==> src/rtl/mem_port_arbiter_pkg.sv <==
// Shared types and constants for the two-port memory arbiter.
package mem_port_arbiter_pkg;

  typedef enum logic [1:0] {
    ST_IDLE    = 2'd0,
    ST_GRANT_I = 2'd1,
    ST_GRANT_D = 2'd2,
    ST_RESP    = 2'd3
  } state_e;

  typedef enum logic {
    PORT_I = 1'b0,
    PORT_D = 1'b1
  } port_e;

  localparam int TIMEOUT_DEFAULT = 255;
  localparam int CNT_W           = 8;

endpackage

==> src/rtl/mem_port_arbiter_if.sv <==
// Bundle of the fetch port, data port and shared memory port.
// master: the arbiter's view; slave: the requesters and memory around it.
interface mem_port_arbiter_if;
  logic        i_valid;
  logic [31:0] i_addr;
  logic        i_ready;
  logic [31:0] i_rdata;
  logic        i_err;

  logic        d_valid;
  logic [31:0] d_addr;
  logic [31:0] d_wdata;
  logic [3:0]  d_wstrb;
  logic        d_ready;
  logic [31:0] d_rdata;
  logic        d_err;

  logic        mem_valid;
  logic        mem_instr;
  logic [31:0] mem_addr;
  logic [31:0] mem_wdata;
  logic [3:0]  mem_wstrb;
  logic        mem_ready;
  logic [31:0] mem_rdata;
  logic [31:0] mem_rdata_q;

  modport master (
    input  i_valid, i_addr,
    output i_ready, i_rdata, i_err,
    input  d_valid, d_addr, d_wdata, d_wstrb,
    output d_ready, d_rdata, d_err,
    output mem_valid, mem_instr, mem_addr, mem_wdata, mem_wstrb,
    input  mem_ready, mem_rdata,
    output mem_rdata_q
  );

  modport slave (
    output i_valid, i_addr,
    input  i_ready, i_rdata, i_err,
    output d_valid, d_addr, d_wdata, d_wstrb,
    input  d_ready, d_rdata, d_err,
    input  mem_valid, mem_instr, mem_addr, mem_wdata, mem_wstrb,
    output mem_ready, mem_rdata,
    input  mem_rdata_q
  );
endinterface

==> src/rtl/mem_timeout_ctr.sv <==
// Grant watchdog: counts grant cycles without mem_ready; expire flags the
// edge on which the count would reach TIMEOUT.
module mem_timeout_ctr
  import mem_port_arbiter_pkg::*;
#(
  parameter int TIMEOUT = TIMEOUT_DEFAULT
) (
  input  logic clk,
  input  logic resetn,
  input  logic clear,
  input  logic enable,
  output logic expire
);

  localparam logic [CNT_W-1:0] CNT_LAST = CNT_W'(TIMEOUT - 1);

  logic [CNT_W-1:0] cnt_q, cnt_d;

  // next count: clear has priority over increment
  always_comb begin
    cnt_d = cnt_q;
    if (clear) begin
      cnt_d = '0;
    end else if (enable) begin
      cnt_d = cnt_q + CNT_W'(1);
    end
  end

  // count register
  always_ff @(posedge clk or negedge resetn) begin
    if (!resetn) begin
      cnt_q <= '0;
    end else begin
      cnt_q <= cnt_d;
    end
  end

  assign expire = enable && (cnt_q == CNT_LAST);

endmodule

==> src/rtl/mem_port_arbiter.sv <==
// Two-requester (fetch/data) arbiter onto one memory port with registered
// outputs, round-robin or data-priority tie break, and a grant timeout.
//
// state      | meaning
// -----------+-----------------------------------------------------------
// ST_IDLE    | no transfer; requests sampled, winner captured on exit
// ST_GRANT_I | fetch request on the memory port, waiting for mem_ready
// ST_GRANT_D | data request on the memory port, waiting for mem_ready
// ST_RESP    | one-cycle ready pulse to the granted requester
module mem_port_arbiter
  import mem_port_arbiter_pkg::*;
#(
  parameter bit DATA_PRIO = 1'b0,
  parameter int TIMEOUT   = TIMEOUT_DEFAULT
) (
  input logic                clk,
  input logic                resetn,
  mem_port_arbiter_if.master bus
);

  state_e      state_q, state_d;
  port_e       last_grant_q, last_grant_d, pick;
  logic        in_grant, expire, tmr_clear, tmr_en;
  logic        mem_valid_q, mem_valid_d, mem_instr_q, mem_instr_d;
  logic [31:0] mem_addr_q, mem_addr_d, mem_wdata_q, mem_wdata_d;
  logic [3:0]  mem_wstrb_q, mem_wstrb_d;
  logic        i_ready_q, i_ready_d, i_err_q, i_err_d;
  logic        d_ready_q, d_ready_d, d_err_q, d_err_d;
  logic [31:0] i_rdata_q, i_rdata_d, d_rdata_q, d_rdata_d;
  logic [31:0] rdata_last_q, rdata_last_d;

  assign in_grant  = (state_q == ST_GRANT_I) || (state_q == ST_GRANT_D);
  assign tmr_clear = (state_q == ST_IDLE);
  assign tmr_en    = in_grant && !bus.mem_ready;

  mem_timeout_ctr #(.TIMEOUT(TIMEOUT)) u_tmr (
    .clk    (clk),
    .resetn (resetn),
    .clear  (tmr_clear),
    .enable (tmr_en),
    .expire (expire)
  );

  // winner among current requests; a tie goes to D under priority,
  // otherwise to the port that was not granted last
  always_comb begin
    pick = PORT_I;
    if (bus.d_valid && (!bus.i_valid || DATA_PRIO || (last_grant_q == PORT_I))) begin
      pick = PORT_D;
    end
  end

  // state and grant-history register
  always_ff @(posedge clk or negedge resetn) begin
    if (!resetn) begin
      state_q      <= ST_IDLE;
      last_grant_q <= PORT_I;
    end else begin
      state_q      <= state_d;
      last_grant_q <= last_grant_d;
    end
  end

  // next state; mem_ready beats an expiry on the same edge
  always_comb begin
    state_d      = state_q;
    last_grant_d = last_grant_q;
    case (state_q)
      ST_IDLE: begin
        if (bus.i_valid || bus.d_valid) begin
          state_d      = (pick == PORT_D) ? ST_GRANT_D : ST_GRANT_I;
          last_grant_d = pick;
        end
      end
      ST_GRANT_I, ST_GRANT_D: begin
        if (bus.mem_ready || expire) begin
          state_d = ST_RESP;
        end
      end
      ST_RESP: state_d = ST_IDLE;
      default: state_d = ST_IDLE;
    endcase
  end

  // next values of all registered outputs
  always_comb begin
    mem_valid_d  = mem_valid_q;
    mem_instr_d  = mem_instr_q;
    mem_addr_d   = mem_addr_q;
    mem_wdata_d  = mem_wdata_q;
    mem_wstrb_d  = mem_wstrb_q;
    i_ready_d    = 1'b0;
    i_err_d      = 1'b0;
    d_ready_d    = 1'b0;
    d_err_d      = 1'b0;
    i_rdata_d    = i_rdata_q;
    d_rdata_d    = d_rdata_q;
    rdata_last_d = rdata_last_q;
    if ((state_q == ST_IDLE) && (state_d != ST_IDLE)) begin
      mem_valid_d = 1'b1;
      mem_instr_d = (state_d == ST_GRANT_I);
      if (state_d == ST_GRANT_I) begin
        mem_addr_d  = bus.i_addr;
        mem_wdata_d = '0;
        mem_wstrb_d = '0;
      end else begin
        mem_addr_d  = bus.d_addr;
        mem_wdata_d = bus.d_wdata;
        mem_wstrb_d = bus.d_wstrb;
      end
    end
    if (in_grant && (state_d == ST_RESP)) begin
      mem_valid_d = 1'b0;
      mem_instr_d = 1'b0;
      if (state_q == ST_GRANT_I) begin
        i_ready_d = 1'b1;
        i_err_d   = !bus.mem_ready;
        if (bus.mem_ready) begin
          i_rdata_d    = bus.mem_rdata;
          rdata_last_d = bus.mem_rdata;
        end
      end else begin
        d_ready_d = 1'b1;
        d_err_d   = !bus.mem_ready;
        if (bus.mem_ready && (mem_wstrb_q == 4'b0000)) begin
          d_rdata_d    = bus.mem_rdata;
          rdata_last_d = bus.mem_rdata;
        end
      end
    end
  end

  // output registers
  always_ff @(posedge clk or negedge resetn) begin
    if (!resetn) begin
      mem_valid_q  <= 1'b0;
      mem_instr_q  <= 1'b0;
      mem_addr_q   <= '0;
      mem_wdata_q  <= '0;
      mem_wstrb_q  <= '0;
      i_ready_q    <= 1'b0;
      i_err_q      <= 1'b0;
      d_ready_q    <= 1'b0;
      d_err_q      <= 1'b0;
      i_rdata_q    <= '0;
      d_rdata_q    <= '0;
      rdata_last_q <= '0;
    end else begin
      mem_valid_q  <= mem_valid_d;
      mem_instr_q  <= mem_instr_d;
      mem_addr_q   <= mem_addr_d;
      mem_wdata_q  <= mem_wdata_d;
      mem_wstrb_q  <= mem_wstrb_d;
      i_ready_q    <= i_ready_d;
      i_err_q      <= i_err_d;
      d_ready_q    <= d_ready_d;
      d_err_q      <= d_err_d;
      i_rdata_q    <= i_rdata_d;
      d_rdata_q    <= d_rdata_d;
      rdata_last_q <= rdata_last_d;
    end
  end

  assign bus.mem_valid   = mem_valid_q;
  assign bus.mem_instr   = mem_instr_q;
  assign bus.mem_addr    = mem_addr_q;
  assign bus.mem_wdata   = mem_wdata_q;
  assign bus.mem_wstrb   = mem_wstrb_q;
  assign bus.i_ready     = i_ready_q;
  assign bus.i_err       = i_err_q;
  assign bus.i_rdata     = i_rdata_q;
  assign bus.d_ready     = d_ready_q;
  assign bus.d_err       = d_err_q;
  assign bus.d_rdata     = d_rdata_q;
  assign bus.mem_rdata_q = rdata_last_q;

endmodule

==> src/flat_wrapper.sv <==
// flat-port wrapper written by rule: the top's interface ports become plain ports
module mem_port_arbiter_flat import mem_port_arbiter_pkg::*;
#(
  parameter bit DATA_PRIO = 1'b0,
  parameter int TIMEOUT   = TIMEOUT_DEFAULT
)
  (clk, resetn, bus_i_valid, bus_i_addr, bus_i_ready, bus_i_rdata, bus_i_err, bus_d_valid, bus_d_addr, bus_d_wdata, bus_d_wstrb, bus_d_ready, bus_d_rdata, bus_d_err, bus_mem_valid, bus_mem_instr, bus_mem_addr, bus_mem_wdata, bus_mem_wstrb, bus_mem_ready, bus_mem_rdata, bus_mem_rdata_q);
  mem_port_arbiter_if bus_i ();
  input logic clk;
  input logic resetn;
  input wire logic [$bits(bus_i.i_valid)-1:0] bus_i_valid;
  input wire logic [$bits(bus_i.i_addr)-1:0] bus_i_addr;
  output wire logic [$bits(bus_i.i_ready)-1:0] bus_i_ready;
  output wire logic [$bits(bus_i.i_rdata)-1:0] bus_i_rdata;
  output wire logic [$bits(bus_i.i_err)-1:0] bus_i_err;
  input wire logic [$bits(bus_i.d_valid)-1:0] bus_d_valid;
  input wire logic [$bits(bus_i.d_addr)-1:0] bus_d_addr;
  input wire logic [$bits(bus_i.d_wdata)-1:0] bus_d_wdata;
  input wire logic [$bits(bus_i.d_wstrb)-1:0] bus_d_wstrb;
  output wire logic [$bits(bus_i.d_ready)-1:0] bus_d_ready;
  output wire logic [$bits(bus_i.d_rdata)-1:0] bus_d_rdata;
  output wire logic [$bits(bus_i.d_err)-1:0] bus_d_err;
  output wire logic [$bits(bus_i.mem_valid)-1:0] bus_mem_valid;
  output wire logic [$bits(bus_i.mem_instr)-1:0] bus_mem_instr;
  output wire logic [$bits(bus_i.mem_addr)-1:0] bus_mem_addr;
  output wire logic [$bits(bus_i.mem_wdata)-1:0] bus_mem_wdata;
  output wire logic [$bits(bus_i.mem_wstrb)-1:0] bus_mem_wstrb;
  input wire logic [$bits(bus_i.mem_ready)-1:0] bus_mem_ready;
  input wire logic [$bits(bus_i.mem_rdata)-1:0] bus_mem_rdata;
  output wire logic [$bits(bus_i.mem_rdata_q)-1:0] bus_mem_rdata_q;
  assign bus_i.i_valid = bus_i_valid;
  assign bus_i.i_addr = bus_i_addr;
  assign bus_i_ready = bus_i.i_ready;
  assign bus_i_rdata = bus_i.i_rdata;
  assign bus_i_err = bus_i.i_err;
  assign bus_i.d_valid = bus_d_valid;
  assign bus_i.d_addr = bus_d_addr;
  assign bus_i.d_wdata = bus_d_wdata;
  assign bus_i.d_wstrb = bus_d_wstrb;
  assign bus_d_ready = bus_i.d_ready;
  assign bus_d_rdata = bus_i.d_rdata;
  assign bus_d_err = bus_i.d_err;
  assign bus_mem_valid = bus_i.mem_valid;
  assign bus_mem_instr = bus_i.mem_instr;
  assign bus_mem_addr = bus_i.mem_addr;
  assign bus_mem_wdata = bus_i.mem_wdata;
  assign bus_mem_wstrb = bus_i.mem_wstrb;
  assign bus_i.mem_ready = bus_mem_ready;
  assign bus_i.mem_rdata = bus_mem_rdata;
  assign bus_mem_rdata_q = bus_i.mem_rdata_q;
  mem_port_arbiter #(.DATA_PRIO(DATA_PRIO), .TIMEOUT(TIMEOUT)) u_core (.clk(clk), .resetn(resetn), .bus(bus_i));
endmodule
==> config.mk <==
export PLATFORM = sky130hd
export DESIGN_NAME = mem_port_arbiter_flat
export DESIGN_NICKNAME = d
export VERILOG_FILES = /design/src/rtl/mem_port_arbiter_pkg.sv /design/src/rtl/mem_port_arbiter_if.sv /design/src/rtl/mem_timeout_ctr.sv /design/src/rtl/mem_port_arbiter.sv /design/src/flat_wrapper.sv
export SDC_FILE = /design/constraint.sdc
export NUM_CORES = 1
export LEC_CHECK = 0
export BUFFER_PORTS_ARGS = -buffer_cell sky130_fd_sc_hd__buf_4
export CAP_MARGIN = 0
export CORE_MARGIN = 4
export CORE_UTILIZATION = 35
export DETAILED_ROUTE_END_ITERATION = 7
export SYNTH_ARGS = -nofsm -noshare
export SYNTH_HDL_FRONTEND = slang
export SYNTH_SLANG_ARGS = --single-unit
==> constraint.sdc <==
create_clock -name clk -period 3.15 [get_ports clk]
set_input_delay 0.63 -clock clk [delete_from_list [all_inputs] [get_ports clk]]
set_output_delay 0.63 -clock clk [all_outputs]
set_load 0.02 [all_outputs]
==> summary.txt <==
Run status - finished clean
Critical Path AT - 2.97 ns
GPL Wtd Cong - 0.803
Worst Setup End Kind - register
Max_slew headroom - 50.1%
CP max stage cell - dfrtp_1
Final HPWL from detailed placement - 15400 um
Worst vdd ir - 0.721 mV
Most common cell after layout, fill and taps aside - buf_4
# fillers - 1893
Placed Cells - 1111
Starting Density - 36.0%
CP required - 3.46 ns
PostCTS Resize Cnt - 0
Worst reg2reg path depth - 8
Pwr Density - 1030 nW/um^2
Clk sink count - 181
Post-layout power - 11.2 mW
Share of the synthesized area in the top cell type - 59.1%
Layout Nets - 996
Pre-Repair DR Iteration Count - 4
Ys async rst share - 100%
Iter 0 DRT Violations - 205
Worst Skew - 0.0182 ns
CP top delay family - flip-flops
# diodes - 0
Crit Reg-Reg Startpoint - u_core.state_q[0]
Synth Area per Inst - 14.0 sq um
Reg clk slew, reported paths - 0.07 ns
Yosys cell types - 42
Register area - 4530 sq um
CP peak stage delay - 0.48 ns
Row count - 53
Height of the die - 156 um
Post-route DRC - 0
Fmax - 0.377 GHz
Hold Fails Final Rpt - 0
Post-synthesis sequential area ratio - 59.1%
# setup viols final - 0
DRT antenna net count - 0
Vias - 5487
Largest net degree at the start of global routing - 77
Worst skew pair latency - 0.43 ns
Crit path from - u_core.state_q[0]
Post-layout min period - 2.65 ns
Layout Cells excl Fill - 1143
CORE AREA - 21300 sq um
Die Wd - 156 um
Syn Nets - 689
Global-route wire length before repair - 33300 um
Root Buffer - clkbuf_16
Synth area leader - dfrtp_1
H-tree levels - 4
P&R area growth vs syn - 41.5%
Port bufs - 306
Commonest cells after routing, fill and taps aside - 321 x buf_4, 181 x dfrtp_1, 90 x mux2_4
Vias in the first global route - 5621
Fin crit share - 84.2%
Hold Slack - 0.226 ns
Drt total wl - 21400 um
Gr usage total - 17.4%
Ys flop type - dfrtp_1
Type of origin of the critical path - register
Largest cells by area after synthesis - dfrtp_1 59%, mux2_4 18%, a22o_1 4.0%
Max Slew Vio Count - 0
Post-synthesis cell count - 548
FF-to-FF End - u_core.bus.mem_rdata_q[10]
I/O Pins - 307
RSZ-0062 raised after global routing - no
Num CTS Buffers - 17
Hold_buf cts - 0
CP cell instances - inv_1 -> ha_2 -> nand4_1 -> o21ai_1 -> a21oi_2 -> nor3_4 -> buf_4 -> mux2_2
Vias/cell - 4.80
Mapped Area - 7660 sq um
Slew @ Worst Pin - 0.748 ns
Die area - 24300 sq um
Antenna violations before repair - 0
Post-CTS Setup Bufs - 0
Max cap viols - 0
Area of the multi-input gates - 2920 sq um
Max clock buf depth - 2
Max Fanout on Critical Path - 21
Number of synthesized register bits - 181
Leakage - 5.34 nW
CTS tree - done
WS Path Type - reg -> reg
CP Buf/Inv Count - 2
Synth warn - 0
Hold WC Path Type - in -> async
Mean routed wirelength per cell - 18.7 um
Layout cells sized above 1 - 53.2%
Residual overflow from global routing - 0
Reg2reg setup slack - 0.50 ns
Post-synth EDFFs - 0
Setup TNS - 0 ns
## registers in the layout, indices dropped and copies added (netlist names)
signal / count
u_core.bus.d_rdata: 32
u_core.last_grant_q: 1
u_core.u_tmr.cnt_q: 8
u_core.bus.mem_instr: 1
u_core.bus.mem_wdata: 32
u_core.bus.i_ready: 1
u_core.bus.mem_rdata_q: 32
u_core.bus.i_err: 1
u_core.bus.d_err: 1
u_core.bus.i_rdata: 32
u_core.bus.mem_addr: 32
u_core.bus.d_ready: 1
u_core.bus.mem_wstrb: 4
u_core.bus.mem_valid: 1
u_core.state_q: 2
## worst max path at each step
stage                                       to  slack (ns)  depth (start not counted)
floorplan               u_core.bus.d_rdata[10]        0.90                          8
global placement         u_core.bus.i_rdata[0]        0.57                          8
detailed placement       u_core.bus.i_rdata[0]        0.49                          8
CTS                 u_core.bus.mem_rdata_q[10]        0.49                          8
global route             u_core.bus.i_rdata[0]        0.29                          8
finish              u_core.bus.mem_rdata_q[10]        0.50                          8
## kinds of logic after synthesis
logic type | count (synthesis) | share of synthesized area (%)
compound gates | 120 | 11.9
simple gates | 100 | 6.11
mux | 96 | 18.5
fa+ha+maj | 4 | 0.653
xor+xnor | 6 | 0.686
flops | 181 | 59.1
buf+inv | 41 | 3.05
## per-stage QoR
stage | setup WS [ns] | util [%] | cell area (sq um)
final | 0.497 | 50.9 | 10800
after global routing | 0.290 | 50.9 | 10800
after CTS | 0.487 | 50.9 | 10800
after detailed placement | 0.486 | 48.2 | 10300
after global placement | 0.567 | 48.2 | 10300
after floorplan | 0.902 | - | 7660
## synth_stat cells, drive strengths merged, types with 4 or more instances
| master | instances |
|---|---|
| nand4 | 4 |
| mux2 | 96 |
| xor2 | 5 |
| dfrtp | 181 |
| a22o | 35 |
| nor2 | 76 |
| ha | 4 |
| o21ai | 4 |
| clkbuf | 21 |
| o2bb2ai | 32 |
| a21oi | 39 |
| inv | 6 |
| buf | 14 |
## layer usage
| layer | global-route usage (%) | share of wire, % | routed length [um] | up-vias |
|---|---|---|---|---|
| met3 | 6.66 | 9.8 | 2090 | 20 |
| met4 | 4.34 | 1.4 | 300 | 0 |
| met1 | 24.3 | 45 | 9620 | 2654 |
| met5 | 0 | 0 | 0 | - |
| met2 | 25.5 | 44 | 9350 | 231 |
| li1 | - | - | - | 2582 |
## worst register-to-register path, stage by stage (launching register included)
cell and delay (ns):
dfrtp_1 0.48, inv_1 0.08, ha_2 0.42, nand4_1 0.14
o21ai_1 0.23, a21oi_2 0.20, nor3_4 0.23, buf_4 0.39
mux2_2 0.39
## report_power, final
group / switching [mW] / total (mW) / leakage [nW] / internal [mW]
Sequential: 0.585 / 3.80 / 2.28 / 3.21
Clock: 1.03 / 2.09 / 0.282 / 1.06
Combinational: 2.85 / 5.30 / 2.77 / 2.45
Total: 4.46 / 11.2 / 5.34 / 6.73
## layout make-up
cell class,count,share of cell area [%]
multi-input combinational,326,26.9
tap,275,3.17
timing repair buffer,323,22.5
clock buffer,18,3.96
sequential,181,41.8
clock inverter,14,1.47
inverter,6,0.208
Note: power is estimated with default switching activity, not from simulation.
